`config.mk`:
```
export PLATFORM = sky130hd
export DESIGN_NAME = branch_resolve_unit
export DESIGN_NICKNAME = d
export VERILOG_FILES = /design/src/rtl/branch_pkg.sv /design/src/rtl/pred_fifo.sv /design/src/rtl/branch_resolve_unit.sv
export SDC_FILE = /design/constraint.sdc
export NUM_CORES = 1
export LEC_CHECK = 0
export CAP_MARGIN = 20
export CORE_UTILIZATION = 40
export CTS_CLUSTER_DIAMETER = 50
export DETAILED_ROUTE_END_ITERATION = 10
export RECOVER_POWER = 100
export SLEW_MARGIN = 20
export SYNTH_ARGS = -nofsm -noshare
export SYNTH_HDL_FRONTEND = slang
export SYNTH_SLANG_ARGS = --single-unit
```
`constraint.sdc`:
```
create_clock -name i_clk -period 12.1 [get_ports i_clk]
set_clock_uncertainty 0.2 [all_clocks]
set_input_delay 1.815 -clock i_clk [delete_from_list [all_inputs] [get_ports i_clk]]
set_output_delay 1.815 -clock i_clk [all_outputs]
set_load 0.01 [all_outputs]
```
`src/rtl/branch_pkg.sv`:
```
// -----------------------------------------------------------------------------
// branch_pkg
// Shared types and constants for the branch resolve unit:
//   - pred_rec_t  : one in-flight prediction record {pc, target, taken, way}.
//                   Address fields are REC_ADDR_W wide; narrower instances
//                   zero-extend into them and truncate on the way out.
//   - bru_state_t : resolve-unit FSM state (RUN / RECOVER).
//   - INSN_BYTES  : fall-through increment used for not-taken redirects.
//   - sat_inc32   : saturating 32-bit increment used by the event counters.
// -----------------------------------------------------------------------------
package branch_pkg;

    localparam int REC_ADDR_W = 64;
    localparam int INSN_BYTES = 4;

    typedef struct packed {
        logic [REC_ADDR_W-1:0] pc;
        logic [REC_ADDR_W-1:0] target;
        logic                  taken;
        logic [1:0]            way;
    } pred_rec_t;

    typedef enum logic [0:0] {
        ST_RUN     = 1'b0,
        ST_RECOVER = 1'b1
    } bru_state_t;

    // Increment that sticks at all-ones instead of wrapping to zero.
    function automatic logic [31:0] sat_inc32(input logic [31:0] value);
        logic [31:0] result;
        if (value == 32'hFFFF_FFFF) begin
            result = value;
        end else begin
            result = value + 32'd1;
        end
        return result;
    endfunction

endpackage

```
`src/rtl/pred_fifo.sv`:
```
// -----------------------------------------------------------------------------
// pred_fifo
// Synchronous FIFO holding in-flight prediction records.
// Ports:
//   clk, rst     : clock, synchronous active-high reset
//   clear        : synchronous flush of all entries (wins over push/pop)
//   push, push_data : write request and data (ignored when full)
//   pop          : remove the head entry (ignored when empty)
//   head_data    : oldest entry, valid whenever empty == 0
//   full, empty  : current occupancy flags
//   full_next    : occupancy flag the FIFO will show after this edge, so the
//                  owner can present a registered ready without a lag cycle
// DEPTH must be a power of two (>= 2) so the pointers wrap naturally.
// -----------------------------------------------------------------------------
module pred_fifo #(
    parameter int WIDTH = 8,
    parameter int DEPTH = 4
) (
    input  logic             clk,
    input  logic             rst,
    input  logic             clear,
    input  logic             push,
    input  logic [WIDTH-1:0] push_data,
    input  logic             pop,
    output logic [WIDTH-1:0] head_data,
    output logic             full,
    output logic             empty,
    output logic             full_next
);

    localparam int PTR_W = $clog2(DEPTH);
    localparam int CNT_W = PTR_W + 1;

    logic [WIDTH-1:0] mem_r [DEPTH];
    logic [PTR_W-1:0] wr_ptr_r;
    logic [PTR_W-1:0] rd_ptr_r;
    logic [CNT_W-1:0] count_r;
    logic [CNT_W-1:0] count_s;
    logic             push_ok_s;
    logic             pop_ok_s;

    assign full      = (count_r == CNT_W'(DEPTH));
    assign empty     = (count_r == {CNT_W{1'b0}});
    assign head_data = mem_r[rd_ptr_r];
    assign full_next = (count_s == CNT_W'(DEPTH));

    // Accepted push/pop and the occupancy after this edge.
    always_comb begin
        push_ok_s = push & ~full;
        pop_ok_s  = pop & ~empty;
        count_s   = count_r;
        if (clear) begin
            count_s = {CNT_W{1'b0}};
        end else begin
            case ({push_ok_s, pop_ok_s})
                2'b10:   count_s = count_r + CNT_W'(1);
                2'b01:   count_s = count_r - CNT_W'(1);
                default: count_s = count_r;
            endcase
        end
    end

    // Pointer and occupancy registers; pointers wrap modulo DEPTH.
    always_ff @(posedge clk) begin
        if (rst) begin
            wr_ptr_r <= {PTR_W{1'b0}};
            rd_ptr_r <= {PTR_W{1'b0}};
            count_r  <= {CNT_W{1'b0}};
        end else if (clear) begin
            wr_ptr_r <= {PTR_W{1'b0}};
            rd_ptr_r <= {PTR_W{1'b0}};
            count_r  <= {CNT_W{1'b0}};
        end else begin
            if (push_ok_s) begin
                wr_ptr_r <= wr_ptr_r + PTR_W'(1);
            end
            if (pop_ok_s) begin
                rd_ptr_r <= rd_ptr_r + PTR_W'(1);
            end
            count_r <= count_s;
        end
    end

    // Record storage; contents are don't-care until written, so no reset.
    always_ff @(posedge clk) begin
        if (push_ok_s & ~clear & ~rst) begin
            mem_r[wr_ptr_r] <= push_data;
        end
    end

endmodule

```
`src/rtl/branch_resolve_unit.sv`:
```
// -----------------------------------------------------------------------------
// branch_resolve_unit
// Keeps fetch-time branch predictions in order, compares each against the
// execute-stage outcome, redirects fetch on a mispredict and emits predictor
// training updates.
// Ports:
//   i_clk, i_arst              : clock, synchronous active-high reset
//   i_push_* / o_push_ready    : prediction record from fetch (pc, target,
//                                taken, way); ready = queue not full
//   i_res_*                    : resolution of the oldest in-flight instruction
//   i_flush                    : external flush, overrides everything else
//   o_redirect_valid/_pc       : one-cycle fetch redirect pulse
//   o_upd_*                    : one-cycle predictor training pulse
//   o_underflow                : sticky, a resolve found the queue empty
//   o_br_count / o_mp_count    : saturating branch / mispredict counters
// All outputs are registered and appear one cycle after the resolving edge.
// ADDR_WIDTH must not exceed branch_pkg::REC_ADDR_W.
// -----------------------------------------------------------------------------
module branch_resolve_unit
    import branch_pkg::*;
#(
    parameter int ADDR_WIDTH = 64,
    parameter int DEPTH      = 4
) (
    input  logic                  i_clk,
    input  logic                  i_arst,
    input  logic                  i_push_valid,
    input  logic [ADDR_WIDTH-1:0] i_push_pc,
    input  logic [ADDR_WIDTH-1:0] i_push_target,
    input  logic                  i_push_taken,
    input  logic [1:0]            i_push_way,
    output logic                  o_push_ready,
    input  logic                  i_res_valid,
    input  logic                  i_res_branch,
    input  logic                  i_res_taken,
    input  logic [ADDR_WIDTH-1:0] i_res_target,
    input  logic                  i_flush,
    output logic                  o_redirect_valid,
    output logic [ADDR_WIDTH-1:0] o_redirect_pc,
    output logic                  o_upd_valid,
    output logic                  o_upd_taken,
    output logic [ADDR_WIDTH-1:0] o_upd_pc,
    output logic [ADDR_WIDTH-1:0] o_upd_target,
    output logic [1:0]            o_upd_way,
    output logic                  o_underflow,
    output logic [31:0]           o_br_count,
    output logic [31:0]           o_mp_count
);

    localparam int REC_W = $bits(pred_rec_t);

    bru_state_t            state_r;
    logic                  fifo_empty_s;
    logic                  fifo_full_s;
    logic                  fifo_full_next_s;
    logic [REC_W-1:0]      head_bits_s;
    pred_rec_t             push_rec_s;
    pred_rec_t             head_rec_s;
    logic [ADDR_WIDTH-1:0] head_pc_s;
    logic [ADDR_WIDTH-1:0] head_target_s;
    logic [ADDR_WIDTH-1:0] redirect_pc_s;
    logic                  pop_s;
    logic                  push_s;
    logic                  upd_s;
    logic                  underflow_s;
    logic                  target_miss_s;
    logic                  mispredict_s;
    logic                  clear_s;

    // Decode of this cycle's push/resolve/flush into queue and output actions.
    always_comb begin
        push_rec_s.pc     = REC_ADDR_W'(i_push_pc);
        push_rec_s.target = REC_ADDR_W'(i_push_target);
        push_rec_s.taken  = i_push_taken;
        push_rec_s.way    = i_push_way;

        head_rec_s    = head_bits_s;
        head_pc_s     = ADDR_WIDTH'(head_rec_s.pc);
        head_target_s = ADDR_WIDTH'(head_rec_s.target);

        // A flush cancels the resolve entirely, including underflow detection.
        pop_s       = i_res_valid & ~fifo_empty_s & ~i_flush;
        underflow_s = i_res_valid & fifo_empty_s & ~i_flush;
        upd_s       = pop_s & i_res_branch;

        // Target only matters when the branch was actually taken.
        target_miss_s = i_res_taken & (head_target_s != i_res_target);
        mispredict_s  = upd_s & ((head_rec_s.taken != i_res_taken) | target_miss_s);

        // A mispredict empties the queue, so a same-cycle push is wrong-path.
        push_s  = i_push_valid & o_push_ready & ~fifo_full_s & (state_r == ST_RUN)
                  & ~i_flush & ~mispredict_s;
        clear_s = i_flush | mispredict_s;

        if (i_res_taken) begin
            redirect_pc_s = i_res_target;
        end else begin
            redirect_pc_s = head_pc_s + ADDR_WIDTH'(INSN_BYTES);
        end
    end

    pred_fifo #(
        .WIDTH (REC_W),
        .DEPTH (DEPTH)
    ) u_pred_fifo (
        .clk       (i_clk),
        .rst       (i_arst),
        .clear     (clear_s),
        .push      (push_s),
        .push_data (push_rec_s),
        .pop       (pop_s),
        .head_data (head_bits_s),
        .full      (fifo_full_s),
        .empty     (fifo_empty_s),
        .full_next (fifo_full_next_s)
    );

    // RUN/RECOVER FSM: RECOVER lasts exactly one cycle after a mispredict.
    always_ff @(posedge i_clk) begin
        if (i_arst) begin
            state_r <= ST_RUN;
        end else if (i_flush) begin
            state_r <= ST_RUN;
        end else begin
            case (state_r)
                ST_RUN: begin
                    if (mispredict_s) begin
                        state_r <= ST_RECOVER;
                    end
                end
                ST_RECOVER: state_r <= ST_RUN;
                default:    state_r <= ST_RUN;
            endcase
        end
    end

    // Registered redirect, training port, ready, underflow and counters.
    always_ff @(posedge i_clk) begin
        if (i_arst) begin
            o_push_ready     <= 1'b0;
            o_redirect_valid <= 1'b0;
            o_redirect_pc    <= {ADDR_WIDTH{1'b0}};
            o_upd_valid      <= 1'b0;
            o_upd_taken      <= 1'b0;
            o_upd_pc         <= {ADDR_WIDTH{1'b0}};
            o_upd_target     <= {ADDR_WIDTH{1'b0}};
            o_upd_way        <= 2'b00;
            o_underflow      <= 1'b0;
            o_br_count       <= 32'd0;
            o_mp_count       <= 32'd0;
        end else begin
            // Ready reflects occupancy after this edge, so it equals "not full".
            o_push_ready     <= ~fifo_full_next_s;
            o_redirect_valid <= mispredict_s;
            o_upd_valid      <= upd_s;
            if (mispredict_s) begin
                o_redirect_pc <= redirect_pc_s;
                o_mp_count    <= sat_inc32(o_mp_count);
            end
            if (upd_s) begin
                o_upd_pc     <= head_pc_s;
                o_upd_target <= i_res_target;
                o_upd_taken  <= i_res_taken;
                o_upd_way    <= head_rec_s.way;
                o_br_count   <= sat_inc32(o_br_count);
            end
            if (underflow_s) begin
                o_underflow <= 1'b1;
            end
        end
    end

endmodule
```
======== Word-level counts from Yosys, hierarchy flattened ========
Memories as Yosys holds them, arrays and structs flattened. A register that Yosys moved wholly into a read port is not among the register bits.
Cells that the tools add are included.
word-level totals
  flip-flop bits (word level) ............. 271
  bits in writable memories ............... 524
  memories kept ........................... 1
  output and inout bits ................... 263
memories
  name               depth  bits a word  rd ports  clocked after memory_dff  wr ports  line             RTL
  u_pred_fifo.mem_r  4      131          1         1                         1         pred_fifo.sv:34  logic [WIDTH-1:0] mem_r [DEPTH];
cells by class
  $add $sub $neg .......................... 7
  reductions and logical operators ........ 5
  eq/ne operators ......................... 8
  mux-type cells .......................... 9
  bitwise gates (word level) .............. 28
operators with widths
  kind                     number
  $add A32 B1 Y32 const B  2
  $add A64 B3 Y64 const B  1
  $eq A32 B32 Y1 const B   2
  $mux W64                 1
  $ne A64 B64 Y1           1
  $and A1 B1 Y1            16
  $not A1 Y1               10
  $eq A3 B3 Y1 const B     2
  $pmux W3 S2              1
  $add A2 B1 Y2 const B    2
  $mux W2                  2
  $reduce_and A2 Y1        2
  $reduce_or A2 Y1         2
  $add A3 B1 Y3 const B    1
  $logic_not A3 Y1         1
  $mux W1                  3
  $mux W3                  1
  $sub A3 B1 Y3 const B    1
  $eq A2 B1 Y1 const B     1
  $eq A2 B2 Y1 const B     1
  $or A1 B1 Y1             2
  $pmux W1 S2              1
  $ne A1 B1 Y1             1

======== Longest topological paths before layout ========
Gate-level depths: netlist of run 1.
  depth after elaboration ................. 14
  depth in mapped cells ................... 21
  mapped depth without buffers ............ 15

======== Cells and area by module ========
Synthesis of run 1 repeated with hierarchy kept, for this count alone.
unflattened totals
  cells, all modules ...................... 2,382
  area total of the unflattened synthesis .. 32,302.2 µm²
by module, submodules not included
  module               sequential area each (µm²)  cells an instance  times used  area each (µm²)
  pred_fifo            15,915.3                    741                1           19,433.6
  branch_resolve_unit  5,285.1                     1,641              1           12,868.6

======== Worst setup path after synthesis of run 1 ========
No wires, ideal clock.
  kind .................................... input-to-reg
  start ................................... input port i_res_target[2]
  end ..................................... memory u_pred_fifo.mem_r[0][0] (netlist name) (enable)
  cell stages on the path ................. 9
  arrival time ............................ 7,096 ps
  setup slack ............................. 4,301 ps
  path through ............................ nor2b_1 -> a32o_1 -> or4_1 -> or4_1 -> nor4_1 -> nand4_1 -> nand2_1 -> buf_2 -> and4_1
between the ends
  longest elaborated chain between the ends .. 11
  elaborated cells on any way between the ends .. 13
  those cells by class .................... eq/ne: 1; mux: 2; bitwise: 10
ends and longest elaborated chain
  element                            line                       RTL
  from (decl)                        branch_resolve_unit.sv:36  input logic [ADDR_WIDTH-1:0] i_res_target,
  $ne A64 B64 Y1 (*)                 branch_resolve_unit.sv:87  target_miss_s = i_res_taken & (head_target_s != i_res_target);
  $and A1 B1 Y1 (*)                  branch_resolve_unit.sv:87
  $or A1 B1 Y1 (*)                   branch_resolve_unit.sv:88  mispredict_s = upd_s & ((head_rec_s.taken != i_res_taken) | target_miss_s);
  $and A1 B1 Y1 (*)                  branch_resolve_unit.sv:88
  $not A1 Y1                         branch_resolve_unit.sv:92  & ~i_flush & ~mispredict_s;
  $and A1 B1 Y1                      branch_resolve_unit.sv:92
  $and A1 B1 Y1                      pred_fifo.sv:49            push_ok_s = push & ~full;
  $and A1 B1 Y1 (*) (2 in series)    pred_fifo.sv:86            if (push_ok_s & ~clear & ~rst) begin
  $mux W1 (*)                        pred_fifo.sv:86
  $mux W1 (not written as such) (*)  pred_fifo.sv:87            mem_r[wr_ptr_r] <= push_data;
  to (decl)                          pred_fifo.sv:34
Mark *: on every way between the ends. The rest lies on a longest branch, timed or not.

======== Final worst setup path of run 1 ========
  start ................................... input port i_res_target[2]
  end ..................................... memory u_pred_fifo.mem_r[1][47] (netlist name) (enable)
Same word-level chain as after synthesis.

==> results of run 1 <==
[worst max-delay path: stages]
cell	delay (ps)
clkdlybuf4s50_1	510
nor2b_1	180
a32o_1	240
or4_1	490
or4_1	510
nor4_1	370
nand4_1	140
clkbuf_1	790
nand2_1	1160
and4_1	1870
buf_4	910
[metal layers]
metal  GRT usage (%)  up-vias  part of all wire (%)
li1                -    10428                     -
met1            33.1    11701                    40
met2            42.4     1022                    49
met3            5.44      198                   8.4
met4            7.58       18                   2.7
met5               0        -                 0.098
[power by group through the flow]
| stage | combinational [mW] | sequential (mW) | clock [mW] |
|---|---|---|---|
| after floorplan | 0.0824 | 2.97 | 0 |
| final | 0.239 | 2.91 | 2.89 |
| after CTS | 0.247 | 2.91 | 2.94 |
| after global placement | 0.241 | 2.97 | 0 |
| after global routing | 0.251 | 2.91 | 3.04 |
| after detailed placement | 0.246 | 2.97 | 0 |
[state kept, by name, summed over array words and instances, names as in the netlist, named ones only]
signal,count
o_redirect_valid,1
o_underflow,1
o_upd_pc,64
o_br_count,32
o_mp_count,32
o_upd_valid,1
o_push_ready,1
u_pred_fifo.count_r,3
u_pred_fifo.rd_ptr_r,2
o_upd_target,64
u_pred_fifo.mem_r,524
o_redirect_pc,64
state_r,1
o_upd_way,2
o_upd_taken,1
u_pred_fifo.wr_ptr_r,2
[through the flow]
step | area, µm² | cells
after floorplan | 33400 | 2556
after detailed placement | 38700 | 3964
after global routing | 41900 | 4150
final | 41900 | 4153
after CTS | 42000 | 4147
after global placement | 38700 | 3964
[path summary, 6_finish.rpt]
path	from	slack, ps	endpoint
worst max-delay path	i_res_target[2]	3070	u_pred_fifo.mem_r[1][47]
worst min-delay path	state_r	250	state_r
worst max register to register	flip-flop	3130	u_pred_fifo.mem_r[1][47]
worst min register to register	state_r	250	state_r
[kinds of logic (layout without fill, tap and decap cells)]
| kind of cell | after synthesis | count (layout) | synth area share, % |
|---|---|---|---|
| adders and majority gates | 9 | 9 | 0.359 |
| xor gates and xnor gates | 112 | 112 | 2.93 |
| buffers and inverters | 198 | 719 | 3.33 |
| AOI/OAI and AO/OA | 397 | 397 | 7.13 |
| and+or+nand+nor | 813 | 813 | 11.8 |
| DFF | 797 | 797 | 63.4 |
| muxes | 230 | 230 | 11.0 |
| other | 0 | 6 | 0 |
[area by class of cell]
class / count / area share (%)
Tap cell: 1070 / 3.19
Antenna cell: 6 / 0.0358
Timing Repair Buffer: 488 / 11.5
Inverter: 48 / 0.430
Multi-Input combinational cell: 1561 / 26.6
Clock buffer: 120 / 6.26
Clock inverter: 63 / 1.47
Sequential cell: 797 / 50.6
[synthesized netlist by cell type (40+ instances only)]
| cell type | instances |
|---|---|
| xnor2_1 | 62 |
| nor2b_1 | 58 |
| nand2_1 | 348 |
| a21oi_1 | 203 |
| dfxtp_1 | 273 |
| mux2i_1 | 86 |
| inv_1 | 48 |
| xor2_1 | 50 |
| mux4_2 | 93 |
| nand4_1 | 40 |
| nand2b_1 | 40 |
| nand3_1 | 59 |
| edfxtp_1 | 524 |
| clkbuf_1 | 91 |
| nor2_1 | 116 |
| o21ai_0 | 73 |
==> out/results.txt, run 1 <==
run status: finished with violations
violated checks: max-capacitance violations, max-slew violations
commonest non-fill, non-tap cell in the layout: edfxtp_1
pin count of the biggest net entering global routing: 122
Setup TNS: 0 ps
number of distinct library cells after synthesis: 75
initial antenna violation count: 34
most frequent cells in the layout: edfxtp_1 (524), dlygate4sd3_1 (395), nand2_1 (348)
Sequential Power Share: 48.2%
post-place setup slack: 4720 ps
Synth Register Bits: 797
Post-Syn Area per Cell: 13.1 µm²
die area: 84800 µm²
switch share: 22.2%
Reg area: 21200 µm²
Die H: 291 µm
first-pass GRT wire length: 157 mm
Ports: 465
Layout area overhead: 25.4%
vias in the first global route: 22.7k
number of fill cells: 7034
unrepaired setup endpoints after global routing: no
WHS Path Cells: 1
Netlist Area Pre-Place: 33400 µm²
WL/cell: 26.5 µm
die span in x: 291 µm
final setup fails: 0
clk slew on worst S/H paths: 60 ps
WL final: 110 mm
core box area: 82400 µm²
Final Worst Setup Slack: 3070 ps
CTS tree: built
Initial Utilization: 40.6%
total track usage: 25.4%
fin nets: 3204
CTS Buf Count: 97
Async SR Flop Fraction: 0%
IO Port Bufs: 464
Post-synth EDFFs: 524
pins over their slew limit: 428
Initial DRC Count: 2061
final hold vios: 0
critical path required time: 12170 ps
clock tree buffer depth: 3
latest clock arrival within the worst-skew pair: 660 ps
Tightest Pin Transition: 4410 ps
share of cells above drive strength 1: 11.0%
Post-Syn Instances: 2556
post-synthesis sequential area ratio: 63.4%
grt ovf: 0
max cap viols: 7
Post-Syn Nets: 2767
Hold WC Path Type: reg -> reg
combinational group share of total power: 3.9%
Detail Placement HPWL: 78.6 mm
Setup CP Type: in -> reg
area leader, netlist: edfxtp_1
Util after Layout: 50.9%
NetSw: 1.34 mW
Worst VDD drop: 0.109 mV
hold_buf cts: 0
post-CTS resize count: 0
FMAX: 111 MHz
DR vias/cell: 5.63
Slew HR: -194%
DRC Markers: 0
Pint: 4.70 mW
Root Driver: clkbuf_16
period utilization: 74.6%
Critical Path Source Type: input port
Static Leakage: 14.4 nW
top post-synthesis cells by area: edfxtp_1 (47%), dfxtp_1 (16%), mux4_2 (6.3%)
drt first pass iters: 6
PwrDens: 144 nW/µm²
clock group share of total power: 47.8%
arrival time worst endpoint: 9100 ps
Final GP Congestion: 0.906
Tmin final: 9030 ps
Min Hold Slack: 248 ps
Final ANT Viol Nets: 0
kind of end point of the critical path: flip-flop
CP Max Fanout: 54
R2R depth: 11
Synth top area share: 47.0%
setup bufs post-CTS: 0
Via Count: 23.4k
Tot Pwr: 6.04 mW
clk sinks: 797
# H-tree levels: 3
warnings from Yosys: 0
site row count: 105
Top FF cell, synth: edfxtp_1
multi-input combinational cell area: 11100 µm²
No activity file was read; power rests on OpenSTA's default activity.
==> inputs of run 2 (changes only) <==
Clock period 12.1 ns to 8.35 ns, I/O delays scaled along.
==> run 2 against run 1 <==
Net effect: the run still ends with max-capacitance violations, max-slew violations left; highest routed layer unchanged; sequential share of layout area decreased by 0.35 points; die area unchanged; count of clock-buffer cells in the layout increased by 2; total power increased by 48%; routed wire length about the same; first-iteration DRC count increased by 2.0%; sequential power increased by 45%; global-route usage about the same; register-to-register slack got worse by 1900 ps.
==> out/results.txt, run 2 (synthesis results as in run 1) <==
DRC Markers: 0 (unchanged)
fin cells: 4162 (was 4153)
latest clock arrival within the worst-skew pair: 650 ps (was 660 ps)
Root Driver: clkbuf_16 (unchanged)
met3 Use GR: 7.45% (was 5.44%)
cells along the critical path: buf_4, mux4_1, nand2b_1, o2111ai_1, or4_1, nor4_1, nand4_1, buf_4, nand2_1, and4_1, buf_4, buf_16 (was clkdlybuf4s50_1, nor2b_1, a32o_1, or4_1, or4_1, nor4_1, nand4_1, clkbuf_1, nand2_1, and4_1, buf_4)
CP Max Fanout: 57 (was 54)
number of fill cells: 7137 (was 7034)
# H-tree levels: 3 (unchanged)
die area: 84800 µm² (unchanged)
share of cells above drive strength 1: 11.2% (was 11.0%)
NetSw: 1.95 mW (was 1.34 mW)
largest register by flop count: u_pred_fifo.mem_r (unchanged)
site row count: 105 (unchanged)
CP Depth: 12 (was 11)
unrepaired setup endpoints after global routing: no (unchanged)
Top Usage Layer GRT: met2 (unchanged)
Pint: 7.00 mW (was 4.70 mW)
Setup TNS: 0 ps (unchanged)
drt first pass iters: 6 (unchanged)
vias in the first global route: 22.9k (was 22.7k)
Initial DRC Count: 2102 (was 2061)
max reg flops: 524 (unchanged)
Worst R2R End: u_pred_fifo.mem_r[1][12] (was u_pred_fifo.mem_r[1][47])
final hold vios: 0 (unchanged)
WP buf/inv: 4 (was 3)
CTS tree: built (unchanged)
IO Port Bufs: 464 (unchanged)
Detail Placement HPWL: 77.8 mm (was 78.6 mm)
hold_buf cts: 0 (unchanged)
kind of end point of the critical path: flip-flop (unchanged)
arrival time worst endpoint: 7220 ps (was 9100 ps)
Via Count: 23.2k (was 23.4k)
final setup fails: 0 (unchanged)
Reg2Reg Setup Slack: 1250 ps (was 3130 ps)
PwrDens: 212 nW/µm² (was 144 nW/µm²)
critical path required time: 8470 ps (was 12170 ps)
violated checks: max-capacitance violations, max-slew violations (unchanged)
delay-heaviest family, CP: simple AND/OR/NAND/NOR gates (unchanged)
Post-DP Area: 38800 µm² (was 38700 µm²)
most frequent cells in the layout: edfxtp_1 (524), dlygate4sd3_1 (395), nand2_1 (348) (unchanged)
run status: finished with violations (unchanged)
Worst path slowest cell: nand2_1 (was and4_1)
combinational group share of total power: 3.9% (about the same)
Tightest Pin Transition: 4420 ps (was 4410 ps)
Layout area overhead: 26.3% (was 25.4%)
Min-Delay Endpoint: state_r (unchanged)
pin count of the biggest net entering global routing: 199 (was 122)
R2R depth: 12 (was 11)
setup bufs post-CTS: 0 (unchanged)
met1 Use GR: 32.3% (was 33.1%)
Tot Pwr: 8.95 mW (was 6.04 mW)
Die H: 291 µm (unchanged)
clock tree buffer depth: 3 (unchanged)
WL final: 110 mm (about the same)
total track usage: 25.4% (about the same)
Initial Utilization: 40.6% (unchanged)
switch share: 21.8% (was 22.2%)
pins over their slew limit: 137 (was 428)
Final ANT Viol Nets: 0 (unchanged)
period utilization: 85.0%
Worst VDD drop: 0.142 mV (was 0.109 mV)
first-pass GRT wire length: 157 mm (about the same)
fin nets: 3209 (was 3204)
WL/cell: 26.4 µm (was 26.5 µm)
post-CTS resize count: 0 (unchanged)
finished layout cell area: 42200 µm² (was 41900 µm²)
Worst path max stage delay: 1020 ps (was 1870 ps)
Critical Path Source Type: flip-flop (was input port)
Sequential Power Share: 47.2% (was 48.2%)
FMAX: 141 MHz
clk slew on worst S/H paths: 60 ps (about the same)
core box area: 82400 µm² (unchanged)
Crit path top cell by count: buf_4 (was or4_1)
die span in x: 291 µm (unchanged)
min-delay src: state_r (unchanged)
CTS Buf Count: 101 (was 97)
WHS Path Cells: 1 (unchanged)
Static Leakage: 14.6 nW (was 14.4 nW)
commonest non-fill, non-tap cell in the layout: edfxtp_1 (unchanged)
DR vias/cell: 5.58 (was 5.63)
grt ovf: 0 (unchanged)
max cap viols: 2 (was 7)
Tmin final: 7100 ps
Util after Layout: 51.3% (was 50.9%)
Hold WC Path Type: reg -> reg (unchanged)
clock group share of total power: 49.0% (was 47.8%)
Setup CP Type: reg -> reg (was in -> reg)
Final GP Congestion: 0.956 (was 0.906)
Ports: 465 (unchanged)
initial antenna violation count: 28 (was 34)
Slew HR: -194% (about the same)
clk sinks: 797 (unchanged)
Cells after DPL: 3964 (unchanged)
met2 Use GR: 41.6% (was 42.4%)
-- run 2: changes by cell type in the layout (fill, tap and decap cells not counted), sizes merged --
cell      delta
clkinv       +8
buf          +3
inv          -4
clkinvlp     -2
bufinv       +4
-- run 2: metal layers --
| metal | vias to the layer above | wire length (µm) |
|---|---|---|
| met2 | 1027 | 52500 |
| met1 | 11566 | 43400 |
| met5 | - | 76 |
| li1 | 10445 | - |
| met4 | 12 | 3480 |
| met3 | 194 | 10500 |
-- run 2: worst reg2reg max path, cell delays in order, from the launching register on --
cell and delay (ps):
dfxtp_4 940, buf_4 520, mux4_1 610, nand2b_1 110
o2111ai_1 110, or4_1 580, nor4_1 380, nand4_1 140
buf_4 300, nand2_1 1050, and4_1 910, buf_4 510
buf_16 340
-- run 2: stage by stage --
step,setup slack (ps),hold slack [ps]
2_1_floorplan,1110,201
3_3_place_gp,1600,219
3_5_place_dp,1570,222
4_1_cts,1870,229
5_1_grt,938,257
6_report,1250,233
-- run 2: power by group through the flow --
stage	Clock [mW]	Combinational (mW)	Sequential, mW
final	4.38	0.345	4.22
after global routing	4.62	0.363	4.22
after floorplan	0	0.119	4.31
after CTS	4.46	0.359	4.22
after detailed placement	0	0.357	4.31
after global placement	0	0.352	4.31
-- run 2: final cells by class --
type                       count  area [µm²]  area share [%]
antenna                        6        15.0          0.0356
clock buffer                 122        2710            6.41
clock inverter                69         718            1.70
inverter                      48         180           0.427
multi-input combinational   1561       11200            26.4
sequential                   797       21200            50.2
tap                         1070        1340            3.17
timing repair buffer         489        4910            11.6
-- run 2: how the worst max path moves through the flow --
stage | start | endpoint | slack, ps
finish | flip-flop | u_pred_fifo.mem_r[1][12] | 1250
global route | flip-flop | u_pred_fifo.mem_r[1][26] | 940
CTS | flip-flop | u_pred_fifo.mem_r[1][26] | 1870
detailed placement | i_res_target[2] | u_pred_fifo.mem_r[1][55] | 1570
global placement | i_res_target[2] | u_pred_fifo.mem_r[1][54] | 1600
floorplan | i_res_target[2] | u_pred_fifo.mem_r[0][0] | 1110
==> RTL edit, RTL diff (config.mk and constraints of run 2) <==
Set the parameter `ADDR_WIDTH` to 96 (it was 64).
--- a/src/rtl/branch_resolve_unit.sv
+++ b/src/rtl/branch_resolve_unit.sv
@@ -21,3 +21,3 @@
 #(
-    parameter int ADDR_WIDTH = 64,
+    parameter int ADDR_WIDTH = 96,
     parameter int DEPTH      = 4
Ports: changed (6 resized); port bits go from 465 to 657. No check against the original RTL was run, so the function may have changed too.
==> RTL edit against run 2 <==
  * Setup slack got worse by 0.029 ns
  * Total power rose by 7.0%
  * Non-clock buffer count increased by 103
  * Count of clock-buffer cells in the layout up 6
  * The run still ends with max-capacitance violations, max-slew violations left
  * Die area is 4.9% higher
  * Sequential cell count is 64 higher
  * Largest power group unchanged
  * Hold slack worse by 0.0015 ns
  * Sequential share of layout area is 0.27 points lower
  * Via count increased by 4.0%
  * Synthesized area increased by 5.0%
  * Sequential power up 7.3%
  * Cell area grew 6.6%
  * Routed wire length increased by 2.7%
  * Critical path depth shrank 3
==> RTL edit: results (changes against run 2) <==
Global routing
  • Met3 Use GR: 7.06% (was 7.45%)
  • Vias in the first global route: 23600 (was 22900)
  • Global routing usage on met1: 31.1% (was 32.3%)
  • Initial antenna violation count: 59 (was 28)
  • Pin count of the biggest net entering global routing: 164 (was 199)
  • First-pass GRT wire length: 161000 µm (was 157000 µm)
  • Gr usage total: 24.9% (was 25.4%)
  • M2 GR Usage: 41.3% (was 41.6%)

Synth
  • Synth top area cells: edfxtp_1 45%, dfxtp_1 19%, mux4_2 5.9% (was edfxtp_1 47%, dfxtp_1 16%, mux4_2 6.3%)
  • Sequential-to-total area share from yosys stat: 64.0% (was 63.4%)
  • Yosys cell types: 70 (was 75)
  • Avg Cell Area, Syn: 13.1 µm² (about the same)
  • YS warnings: 0 (unchanged)
  • Commonest cells post-synth: 524 x edfxtp_1, 463 x nand2_1, 337 x dfxtp_1 (was 524 x edfxtp_1, 348 x nand2_1, 273 x dfxtp_1)

STA
  • Tightest Pin Transition: 5.12 ns (was 4.42 ns)
  • Fin. max-slew vios: 319 (was 137)

Detailed routing
  • Vias/cell: 5.39 (was 5.58)
  • Wire length on met1: 45300 µm (was 43400 µm)
  • Number of DRC markers in iteration 0: 1710 (was 2102)
  • First-pass DRT Iterations: 5 (was 6)
  • DR WL met3: 9490 µm (was 10500 µm)
  • Met2 wire len: 54900 µm (was 52500 µm)

Place
  • RePlAce Congestion: 0.838 (was 0.956)
  • Port bufs: 560 (was 464)
  • Post-DP HPWL: 78100 µm (was 77800 µm)
  • Dpl cells: 4270 (was 3964)
  • Dpl ws: 1.67 ns (was 1.57 ns)

Finish
  • Nets@finish: 3529 (was 3209)
  • Finished Layout Cells: 4488 (was 4162)
  • Filler cell count in the final layout: 7383 (was 7137)

Flow run
  • Max Cap Viol: 3 (was 2)

Power and ir drop
  • Leakage power: 15.7 nW (was 14.6 nW)
  • Worst VDD drop: 0.160 mV (was 0.142 mV)

Clock tree
  • Max Root-Sink Buffers: 3 (unchanged)
  • CTS Buf Count: 105 (was 101)

Status
  • Failing checks: max-capacitance violations, max-slew violations (unchanged)
  • Outcome: finished with violations (unchanged)
## RTL edit: kinds of logic after synthesis
family | Yosys count | synth area share, %
AND/OR/NAND/NOR | 894 | 12.0
adder cells (fa/ha/maj) | 9 | 0.342
flip-flops | 861 | 64.0
other | 1 | 0.0107
buffers and inverters | 228 | 3.78
XOR/XNOR | 154 | 3.84
multiplexers | 193 | 10.5
AO/OA/AOI/OAI | 343 | 5.54
## RTL edit: path summary, 6_finish.rpt
kind	start	to	slack, ns	cells past startpoint
max	i_flush	u_pred_fifo.mem_r[0][100]	1.22	9
min	state_r	state_r	0.23	1
max reg2reg	register	u_pred_fifo.mem_r[0][100]	1.71	10
min reg2reg	state_r	state_r	0.23	1
## RTL edit: worst max-delay path, cell delays in order
cell and delay, ns:
dlygate4sd3_1 0.59, nor3b_1 0.65, nand2_1 1.64, nor2_1 0.45, clkbuf_1 0.56, o21ai_0 0.32, nand3_1 0.51, nor3_1 0.13
clkbuf_4 0.76
## RTL edit: stage by stage
step	power (W)	util [%]
2_1_floorplan	0.00476	-
3_3_place_gp	0.00499	47.7
3_5_place_dp	0.00500	47.7
4_1_cts	0.00967	51.9
5_1_grt	0.00985	51.8
6_report	0.00958	51.8
## RTL edit: final cells by class
type	instances	area share, %
flip-flops and latches	861	49.9
multi-input cells	1625	25.3
repair buffers	592	13.0
clock buffers	128	6.39
well taps	1155	3.21
clock inverters	69	1.72
inverters	37	0.308
diodes	21	0.117
## RTL edit: where the power goes
| group | total (W) | internal, W | switching [W] | leakage [nW] |
|---|---|---|---|---|
| logic | 0.000362 | 0.000143 | 0.000219 | 6.47 |
| registers | 0.00453 | 0.00452 | 0.00000659 | 7.44 |
| clock network | 0.00469 | 0.00283 | 0.00186 | 1.77 |
